[config.mk]
export PLATFORM = sky130hd
export DESIGN_NAME = aes_result_drain
export DESIGN_NICKNAME = d
export VERILOG_FILES = /design/src/rtl/aes_result_drain.sv
export SDC_FILE = /design/constraint.sdc
export NUM_CORES = 1
export LEC_CHECK = 0
export CORE_ASPECT_RATIO = 0.9
export CORE_MARGIN = 5
export CORE_UTILIZATION = 35
export DETAILED_ROUTE_END_ITERATION = 16
export HOLD_SLACK_MARGIN = 0.06
export SLEW_MARGIN = 20
export SYNTH_ARGS = -nofsm -noshare
export SYNTH_HDL_FRONTEND = slang
export SYNTH_SLANG_ARGS = --single-unit
[constraint.sdc]
create_clock -name clk -period 3.99 [get_ports clk]
set_input_delay 0.798 -clock clk [delete_from_list [all_inputs] [get_ports clk]]
set_output_delay 0.798 -clock clk [all_outputs]
set_load 0.05 [all_outputs]
[src/rtl/aes_result_drain.sv]
// Captures vector stores to a fixed address into a block FIFO and drains them as 32-bit words.
// Latency: a block captured into an empty FIFO presents word 0 with out_valid=1 right after the capture edge.
// Backpressure: out_ready=0 holds the current word; when full, a capture is dropped (sticky ovf) unless a pop frees a slot that same cycle.
module aes_result_drain #(
  parameter int          VLEN  = 128,
  parameter int          DEPTH = 4,
  parameter logic [31:0] BASE  = 32'h0000_0F00
) (
  input  logic                         clk,
  input  logic                         clr,
  input  logic [31:0]                  addr,
  input  logic [VLEN-1:0]              din,
  input  logic [3:0]                   wmem,
  input  logic                         vector,
  output logic [31:0]                  out_data,
  output logic                         out_valid,
  input  logic                         out_ready,
  output logic                         out_last,
  output logic [$clog2(DEPTH+1)-1:0]   count,
  output logic                         ovf
);

  localparam int WORDS = VLEN / 32;
  localparam int CW    = $clog2(DEPTH + 1);
  localparam int PW    = (DEPTH > 1) ? $clog2(DEPTH) : 1;
  localparam int WW    = (WORDS > 1) ? $clog2(WORDS) : 1;

  typedef enum logic {
    IDLE = 1'b0,
    SEND = 1'b1
  } state_t;

  state_t            state;
  state_t            state_nxt;

  logic [VLEN-1:0]   mem [DEPTH];
  logic [PW-1:0]     wr_ptr;
  logic [PW-1:0]     rd_ptr;
  logic [WW-1:0]     word_idx;
  logic [CW-1:0]     count_nxt;
  logic [31:0]       head_word;

  // armed is low for the first edge after reset release, so a store that
  // happens to sit on the bus as clr drops is not captured.
  logic              armed;
  logic              capture;
  logic              full;
  logic              last_word;
  logic              xfer;
  logic              push;
  logic              pop;
  logic              drop;

  // Pointer increment with explicit wrap so non-power-of-two DEPTH works.
  function automatic logic [PW-1:0] ptr_inc(input logic [PW-1:0] p);
    return (p == PW'(DEPTH - 1)) ? '0 : p + 1'b1;
  endfunction

  assign full      = (count == CW'(DEPTH));
  assign capture   = armed && vector && (wmem != 4'b0000) && (addr == BASE);
  assign last_word = (word_idx == WW'(WORDS - 1));
  assign xfer      = (state == SEND) && out_ready;
  assign pop       = xfer && last_word;
  // A pop in the same cycle frees a slot, so a full FIFO still accepts.
  assign push      = capture && (!full || pop);
  assign drop      = capture && full && !pop;
  assign count_nxt = count + CW'(push) - CW'(pop);

  // Arm capture one edge after reset release.
  always_ff @(posedge clk or posedge clr) begin
    if (clr) begin
      armed <= 1'b0;
    end else begin
      armed <= 1'b1;
    end
  end

  // Block storage; contents are don't-care until written, output is gated by state.
  always_ff @(posedge clk) begin
    if (push) begin
      mem[wr_ptr] <= din;
    end
  end

  // FIFO pointers, occupancy and sticky overflow.
  always_ff @(posedge clk or posedge clr) begin
    if (clr) begin
      wr_ptr <= '0;
      rd_ptr <= '0;
      count  <= '0;
      ovf    <= 1'b0;
    end else begin
      if (push) begin
        wr_ptr <= ptr_inc(wr_ptr);
      end
      if (pop) begin
        rd_ptr <= ptr_inc(rd_ptr);
      end
      count <= count_nxt;
      if (drop) begin
        ovf <= 1'b1;
      end
    end
  end

  // Word index within the head block; holds while stalled, wraps on the last word.
  always_ff @(posedge clk or posedge clr) begin
    if (clr) begin
      word_idx <= '0;
    end else if (xfer) begin
      word_idx <= last_word ? '0 : word_idx + 1'b1;
    end
  end

  // FSM state register.
  always_ff @(posedge clk or posedge clr) begin
    if (clr) begin
      state <= IDLE;
    end else begin
      state <= state_nxt;
    end
  end

  // FSM next state and handshake outputs.
  always_comb begin
    state_nxt = state;
    out_valid = 1'b0;
    out_last  = 1'b0;
    case (state)
      IDLE: begin
        if (push) begin
          state_nxt = SEND;
        end
      end
      SEND: begin
        out_valid = 1'b1;
        out_last  = last_word;
        if (pop && !push && (count == CW'(1))) begin
          state_nxt = IDLE;
        end
      end
      default: begin
        state_nxt = IDLE;
      end
    endcase
  end

  // Select the current word from the head block; forced to zero when not valid.
  always_comb begin
    head_word = '0;
    for (int k = 0; k < WORDS; k++) begin
      if (word_idx == WW'(k)) begin
        head_word = mem[rd_ptr][32*k +: 32];
      end
    end
    out_data = out_valid ? head_word : 32'h0;
  end

endmodule

==> results of run 1 <==
[per-layer routing]
metal	wire, um	GRT usage, %	vias to the layer above
met5	54	0	-
met4	771	3.46	8
met3	3070	3.72	65
met2	20600	21.9	253
met1	19400	19.7	5062
li1	-	-	4198
[cell usage after synthesis, drive strengths merged (2+ instances only)]
cell type / number
dfrtp: 12
nor4b: 3
clkbuf: 26
xnor2: 2
edfxtp: 512
mux4: 128
and2: 5
nor3: 3
mux2: 4
o21ai: 32
nand4: 2
ha: 10
inv: 7
buf: 22
nor4: 6
nand2: 2
nor2: 2
a22oi: 64
a21o: 4
[layout by cell type (no fill, tap or decap), types with 15 or more instances in the layout]
cell               n
dlygate4sd2_1     17
buf_12            19
buf_4             19
o21ai_1           32
clkinv_1          15
a22oi_1           64
mux4_2           128
edfxtp_1         512
clkbuf_1          15
clkdlybuf4s50_1  176
clkbuf_16         57
[worst paths after layout]
check                                   startpoint                    end  slack [ns]  cells past startpoint
max                          rd_ptr[0]$_DFFE_PP0N_           out_data[21]        0.15                      5
min                                ovf$_DFFE_PP0P_        ovf$_DFFE_PP0P_        0.47                      1
max reg2reg                word_idx[0]$_DFFE_PP0N_     count[2]$_DFF_PP0_        1.20                     10
min reg2reg                        ovf$_DFFE_PP0P_        ovf$_DFFE_PP0P_        0.47                      1
max in group asynchronous                      clr  rd_ptr[1]$_DFFE_PP0N_        3.03                      2
min in group asynchronous                      clr     count[0]$_DFF_PP0_        0.56                      2
[through the flow]
stage / hold slack [ns] / util [%] / cell area (um^2)
floorplan: 0.527 / - / 20000
global placement: 0.475 / 40.8 / 23200
detailed placement: 0.472 / 40.8 / 23200
CTS: 0.484 / 43.8 / 24900
global route: 0.522 / 43.9 / 24900
finish: 0.474 / 43.9 / 24900
[cells by family (layout without fill, tap and decap cells)]
group / after synthesis / in the layout / share of synthesized area, %
AOI/OAI and AO/OA: 102 / 102 / 3.46
xor gates and xnor gates: 2 / 2 / 0.0878
adders and majority gates: 11 / 11 / 0.727
buffers and inverters: 55 / 345 / 1.37
muxes: 132 / 132 / 14.7
DFF: 524 / 524 / 78.5
and+or+nand+nor: 31 / 31 / 1.12
other: 1 / 4 / 0.0188
[registers in the layout, indices dropped and copies added, names as in the netlist]
signal    count
ovf           1
armed         1
wr_ptr        2
state         1
rd_ptr        2
count         3
word_idx      2
mem         512
[timing repair]
action                                  in CTS  in global routing
gates resized for setup                     19                  5
pin swaps                                    0                  0
endpoints found under the setup margin      17                  8
[power by group through the flow]
stage | clock, W | combinational [W] | sequential (W)
after floorplan | 0 | 0.00000429 | 0.00616
after global placement | 0 | 0.000219 | 0.00615
after detailed placement | 0 | 0.000228 | 0.00615
after CTS | 0.00504 | 0.000229 | 0.00604
after global routing | 0.00525 | 0.000244 | 0.00603
final | 0.00489 | 0.000227 | 0.00604
[area by class of cell]
| type | instances | area (um^2) |
|---|---|---|
| Fill cell | 4853 | 31900 |
| Sequential cell | 524 | 15700 |
| Multi-Input combinational cell | 279 | 4030 |
| Timing Repair Buffer | 237 | 2510 |
| Clock buffer | 72 | 1480 |
| Tap cell | 765 | 957 |
| Clock inverter | 29 | 239 |
| Inverter | 7 | 26.3 |
| Antenna cell | 3 | 7.51 |
==> impl_metrics.ini, run 1 <==
[status]
run_status = finished, final reports clean

[worst_setup_path]
critPathLaunchType = register
crit_path_end_kind = output port
worst-path-buf-inv = 2
crit_path_max_fanout = 32
cp.arrival_ns = 3.04
path_class = register to output port
worstPathCellList = buf_12, mux4_2, a22oi_1, o21ai_1, clkdlybuf4s50_1
required_ns = 3.19
cp_top_family = buffers and inverters
critical-path-max-stage-delay_ns = 0.72
critPathSlowestCell = clkdlybuf4s50_1

[cells_and_area]
layout-drive-gt1-share_pct = 22.5
area_growth_pct = 24.9
finalNetCount = 1283
stdcell_count = 1916

[die]
fp.dieArea_um2 = 61900
fp-row-count = 83
io_pins = 206
coreArea_um2 = 56800
start_util_pct = 35.1
die_x_um = 262
die_h_um = 237

[power_and_ir_drop]
internal_power_w = 0.00904
p_total_w = 0.0112
pwr_density_cell_nw_per_um2 = 447
ir_worst_vdd_mv = 0.345
switching_share_pct = 18.9
power_switching_w = 0.00211
combPwrFrac_pct = 2.0
leakagePower_nw = 7.82
p_clk_share_pct = 43.8
p_seq_share_pct = 54.1

[yosys]
syn_nets = 1037
async_flop_share_pct = 2.29
yosys.area.top_type = edfxtp_1
ys_top_cells_by_area = edfxtp_1, mux4_2, a22oi_1, dfrtp_1, o21ai_1
synth_flop_cell = edfxtp_1
syn_area_um2 = 20000
synth_top_area_share_pct = 77.0
synthCells = 858
ys_ff_latch = 524
synth-edff-count = 512
yosys_warnings = 0
synth_cell_types = 38
seq_area_frac_synth_pct = 78.5
syn-mean-instance-area_um2 = 23.3

[sta]
fmax_ghz = 0.261
hold_viol_final = 0
rsz0062_at_grt = false
period_share_pct = 96.2
finalSetupViolations = 0
tns_ns = 0
skew_ns = 0.00777
layout_setup_ws_ns = 0.152
finalCriticalPeriod_ns = 3.84
slew_headroom_pct = 59.0
worst_pin_slew_ns = 0.614
drv_slew = 0

[routing]
drtIter0Drc = 577
num_vias = 9586
wire_per_inst_um = 22.9
drc_errors = 0
ant_nets = 0
via_per_inst = 5.00
dr.pass1.iters = 4
wirelength_um = 43800

[clocking]
holdBufCountCts = 0
cts_made_buffers = 55
clkTransAtPathRegs_ns = 0.06
cts_setup_buffers = 0
clock-sinks = 524
clock_latency_ns = 0.59
cts_max_level = 2
root_buffer = clkbuf_16
cts_tree = built
clockBufferDepth = 3

[global_route]
grt_use_total_pct = 14.0
first_global_vias = 10200
grt-ovfl-total = 0
grt_pass1_wl_um = 65300
grt_start_max_net_pins = 79
antenna_found_initial = 7

[place]
dp_hpwl_um = 26400
place_congestion = 0.699
dpl_worst_slack_ns = 0.306
placed_cells = 1812
port_buffers = 205

[job]
maxCapViolCount = 0

[min_path]
hold_class = register to register
(Power assumes the default switching activity.)
==> run 2, diff against run 1 <==
- CTS_BUF_LIST: unset -> sky130_fd_sc_hd__clkbuf_4 sky130_fd_sc_hd__clkbuf_8
- CTS_CLUSTER_DIAMETER: unset -> 80
==> run 2 against run 1 <==
Setup slack improved by 0.065 ns; sequential cell count unchanged; clock skew increased by 0.017 ns; via count increased by 2.1%; critical endpoint is now out_data[16]; largest power group unchanged.
==> impl_metrics.ini, run 2 (synthesized netlist as in run 1, its figures left out) <==
[die]
io_pins = 206
die_x_um = 262
fp.dieArea_um2 = 61900
coreArea_um2 = 56800
die_h_um = 237
start_util_pct = 35.1
fp-row-count = 83

[clocking]
cts_setup_buffers = 0
clock-sinks = 524
cts_max_level = 3
clock_latency_ns = 0.63
cts_tree = built
clockBufferDepth = 3
root_buffer = clkbuf_8
clkTransAtPathRegs_ns = 0.06
cts_made_buffers = 87

[routing]
drt-met1-wl_um = 19000
dr.pass1.iters = 5
wire_per_inst_um = 22.6
wirelength_um = 44400
drtIter0Drc = 563
ant_nets = 0
wl_met3_um = 3410
wl_met2_um = 21100
num_vias = 9786
top_layer = met5
drc_errors = 0
via_per_inst = 4.99

[power_and_ir_drop]
p_clk_share_pct = 41.9
ir_worst_vdd_mv = 0.326
internal_power_w = 0.00866
power_switching_w = 0.00213
switching_share_pct = 19.7
leakagePower_nw = 7.86
combPwrFrac_pct = 2.1
p_total_w = 0.0108
p_seq_share_pct = 56.0
pwr_density_cell_nw_per_um2 = 434

[worst_setup_path]
critPathSlowestCell = dlygate4sd2_1
critical-path-max-stage-delay_ns = 0.57
cp.arrival_ns = 2.98
path_class = register to output port
crit_path_max_fanout = 19
crit_path_end_kind = output port
critPathLaunchType = register
required_ns = 3.19
worstPathCellList = ha_1, nor2_1, nand2_2, buf_12, o21ai_1, dlygate4sd2_1

[sta]
drv_slew = 0
finalSetupViolations = 0
period_share_pct = 94.6
finalCriticalPeriod_ns = 3.77
fmax_ghz = 0.265
worst_pin_slew_ns = 0.585
layout_setup_ws_ns = 0.217
tns_ns = 0
rsz0062_at_grt = false
hold_viol_final = 0
skew_ns = 0.0248
slew_headroom_pct = 61.0

[place]
dp_hpwl_um = 26400
place_congestion = 0.699
port_buffers = 205
dpl_worst_slack_ns = 0.306

[min_path]
hold_class = register to register

[job]
maxCapViolCount = 0

[global_route]
antenna_found_initial = 9
grt-ovfl-total = 0
grt_pass1_wl_um = 66400
first_global_vias = 10500
grt_start_max_net_pins = 79
grt_use_total_pct = 14.3

[cells_and_area]
largestRegisters = mem: 512 flops, count: 3 flops
layout-drive-gt1-share_pct = 26.2
area_growth_pct = 24.5
finalNetCount = 1314
layout_commonest_cell = edfxtp_1
final_cell_mix = edfxtp_1, clkdlybuf4s50_1, mux4_2
largest_register = mem
fin_util_pct = 43.7
largest_register_ffs = 512

[status]
run_status = finished, final reports clean
## run 2: cell count changes in the layout (fill, tap and decap cells not counted), sizes merged
cell           delta
clkbuf           +40
buf               -1
clkdlybuf4s50     -3
clkinvlp          +2
inv               +1
dlygate4sd2       +3
diode             -1
bufinv            -1
clkinv            +6
## run 2: layout make-up
class                   instances  area [um^2]
diodes                          2         5.00
clock buffers                 112         1400
clock inverters                37          246
fillers                      4884        32000
inverters                       7         26.3
multi-input cells             279         4030
flip-flops and latches        524        15700
well taps                     765          957
repair buffers                236         2490
## run 2: power groups by stage
stage	logic, W	registers, W	clock network (W)
after floorplan	0.00000429	0.00616	0
after global placement	0.000219	0.00615	0
after detailed placement	0.000228	0.00615	0
after CTS	0.000229	0.00604	0.00469
after global routing	0.000244	0.00603	0.00494
final	0.000227	0.00604	0.00452
## run 2: metrics by stage
stage          hold WS, ns  cell area [um^2]  instances
2_1_floorplan        0.527             20000        858
3_3_place_gp         0.475             23200       1812
3_5_place_dp         0.472             23200       1812
4_1_cts              0.453             24800       1960
5_1_grt              0.502             24800       1960
6_report             0.477             24800       1962
## run 2: final timing paths
kind | start | end | depth (start not counted) | slack (ns)
worst min register to register | ovf$_DFFE_PP0P_ | ovf$_DFFE_PP0P_ | 1 | 0.48
worst min-delay path | ovf$_DFFE_PP0P_ | ovf$_DFFE_PP0P_ | 1 | 0.48
min in group asynchronous | clr | ovf$_DFFE_PP0P_ | 2 | 0.51
worst max-delay path | word_idx[0]$_DFFE_PP0N_ | out_data[16] | 6 | 0.22
worst max register to register | word_idx[0]$_DFFE_PP0N_ | count[2]$_DFF_PP0_ | 10 | 1.22
max in group asynchronous | clr | rd_ptr[0]$_DFFE_PP0N_ | 2 | 3.06
## run 2: timing repair
item	in CTS	in global routing
pin swaps	0	0
setup endpoints to repair	22	4
gates resized for setup	22	4
hold endpoints to repair	0	0
hold buffers	0	0
## run 2: worst max-delay path, delay by kind of cell, from the launching register on
family / cells / cell delay (ns)
adder cells (fa/ha/maj): 1 / 0.31
AND/OR/NAND/NOR: 2 / 0.47
flip-flops: 1 / 0.42
buffers and inverters: 2 / 0.88
AO/OA/AOI/OAI: 1 / 0.25
## run 2: metal layers
| layer | vias up | track usage (%) |
|---|---|---|
| li1 | 4268 | - |
| met1 | 5140 | 19.6 |
| met2 | 296 | 22.1 |
| met3 | 70 | 4.65 |
| met4 | 12 | 3.81 |
| met5 | - | 0 |
==> run 3, diff against run 2 <==
- HOLD_SLACK_MARGIN: 0.06 -> unset
- PLACE_DENSITY_LB_ADDON: unset -> 0.2
==> run 3 against run 2 <==
Combinational power rose by 4%; final cell count grew 1.4%; non-clock buffer count increased by 24; sequential power barely moved; largest cell class unchanged; sequential share of layout area decreased by 0.55 points; die area did not move; critical path depth did not move; count of clock-buffer cells in the layout up 11.
==> impl_metrics.ini, run 3 (synthesized netlist as in run 1, its figures left out) <==
[sta]
slew_headroom_pct = 62.6
tns_ns = 0
drv_slew = 0
period_share_pct = 96.0
hold_viol_final = 0
worst_pin_slew_ns = 0.559
skew_ns = 0.0199
fmax_ghz = 0.261
finalCriticalPeriod_ns = 3.83
rsz0062_at_grt = false
finalSetupViolations = 0

[job]
maxCapViolCount = 0

[power_and_ir_drop]
ir_worst_vdd_mv = 0.232
combPwrFrac_pct = 2.2
leakagePower_nw = 7.96
p_seq_share_pct = 56.5
pwr_density_cell_nw_per_um2 = 427
power_switching_w = 0.00214
internal_power_w = 0.00856
switching_share_pct = 20.0
p_clk_share_pct = 41.4

[global_route]
grt_use_total_pct = 14.9
first_global_vias = 10600
grt_pass1_wl_um = 68700
grtUsageMet2_pct = 23.5
grt_start_max_net_pins = 61
grtUsageMet1_pct = 20.2
gr-usage-met3_pct = 4.63
top_usage_layer = met2
antenna_found_initial = 10
grt-ovfl-total = 0

[cells_and_area]
largestRegisters = mem: 512 flops, count: 3 flops
finalNetCount = 1337
largest_register = mem
area_growth_pct = 25.6
fin_area_um2 = 25100
layout_commonest_cell = edfxtp_1
final_cell_mix = edfxtp_1, clkdlybuf4s50_1, mux4_2
layout-drive-gt1-share_pct = 29.0
largest_register_ffs = 512
diodes = 0

[clocking]
root_buffer = clkbuf_8
holdBufCountCts = 0
clockBufferDepth = 3
cts_tree = built
cts_made_buffers = 86
cts_max_level = 3
clock-sinks = 524
clkTransAtPathRegs_ns = 0.06
clock_latency_ns = 0.65

[worst_setup_path]
cp.arrival_ns = 3.03
critPathLaunchType = register
required_ns = 3.19
path_class = register to output port
crit_path_max_fanout = 30
crit_path_end_kind = output port

[die]
die_x_um = 262
fp-row-count = 83
coreArea_um2 = 56800
io_pins = 206
fp.dieArea_um2 = 61900
die_h_um = 237
start_util_pct = 35.1

[place]
place_congestion = 0.700
dp_hpwl_um = 28300
port_buffers = 205
postPlaceCellArea_um2 = 23300

[status]
run_status = finished, final reports clean

[routing]
dr.pass1.iters = 4
num_vias = 9883
drc_errors = 0
drtIter0Drc = 735
via_per_inst = 4.97
ant_nets = 0
wire_per_inst_um = 23.4
wirelength_um = 46500

[min_path]
hold_class = register to register
-- run 3: cell type report --
class | instances | area, um^2
Clock inverter | 31 | 156
Fill cell | 4897 | 31700
Clock buffer | 123 | 1470
Inverter | 7 | 26.3
Sequential cell | 524 | 15700
Tap cell | 765 | 957
Multi-Input combinational cell | 279 | 4030
Timing Repair Buffer | 260 | 2740
-- run 3: final timing paths --
kind                                         startpoint               endpoint  slack, ns  cells past startpoint
worst max register to register  word_idx[0]$_DFFE_PP0N_     count[2]$_DFF_PP0_       1.21                     10
min in group asynchronous                           clr        ovf$_DFFE_PP0P_       0.47                      2
worst min-delay path                    ovf$_DFFE_PP0P_        ovf$_DFFE_PP0P_       0.45                      1
worst max-delay path              rd_ptr[1]$_DFFE_PP0N_           out_data[12]       0.16                      6
worst min register to register          ovf$_DFFE_PP0P_        ovf$_DFFE_PP0P_       0.45                      1
max in group asynchronous                           clr  rd_ptr[1]$_DFFE_PP0N_       3.13                      2
-- run 3: layer usage --
layer  routed length, um  up-vias
met2               22100      290
met5                 122        -
met4                 883       20
met1               20000     5171
li1                    -     4314
met3                3360       88
-- run 3: what timing repair did --
| item | 4_1_cts | 5_1_grt |
|---|---|---|
| pin swaps | 0 | 0 |
| gates resized for setup | 7 | 7 |
| buffers inserted | 7 | 0 |
| endpoints found under the setup margin | 20 | 9 |
-- run 3: power groups by stage --
stage	clock [W]	sequential [W]	combinational, W
floorplan	0	0.00616	0.00000429
global placement	0	0.00615	0.000232
detailed placement	0	0.00615	0.000238
CTS	0.00457	0.00604	0.000239
global route	0.00482	0.00603	0.000251
finish	0.00442	0.00604	0.000235
-- run 3: worst max-delay path, stage by stage, from the launching register on --
cell and delay [ns]:
dfrtp_4 0.63, buf_12 0.22, buf_4 0.44, mux4_2 0.39, a22oi_1 0.26, o21ai_1 0.16, buf_4 0.24
-- run 3: metrics by stage --
| stage | cells | hold slack [ns] | util (%) | setup WS (ns) | power, W |
|---|---|---|---|---|---|
| 5_1_grt | 1989 | 0.461 | 44.1 | 0.00169 | 0.0111 |
| 3_3_place_gp | 1828 | 0.446 | 41.0 | 0.423 | 0.00638 |
| 3_5_place_dp | 1828 | 0.445 | 41.0 | 0.382 | 0.00639 |
| 2_1_floorplan | 858 | 0.527 | - | 0.227 | 0.00616 |
| 6_report | 1989 | 0.454 | 44.1 | 0.159 | 0.0107 |
| 4_1_cts | 1989 | 0.410 | 44.1 | 0.0126 | 0.0108 |
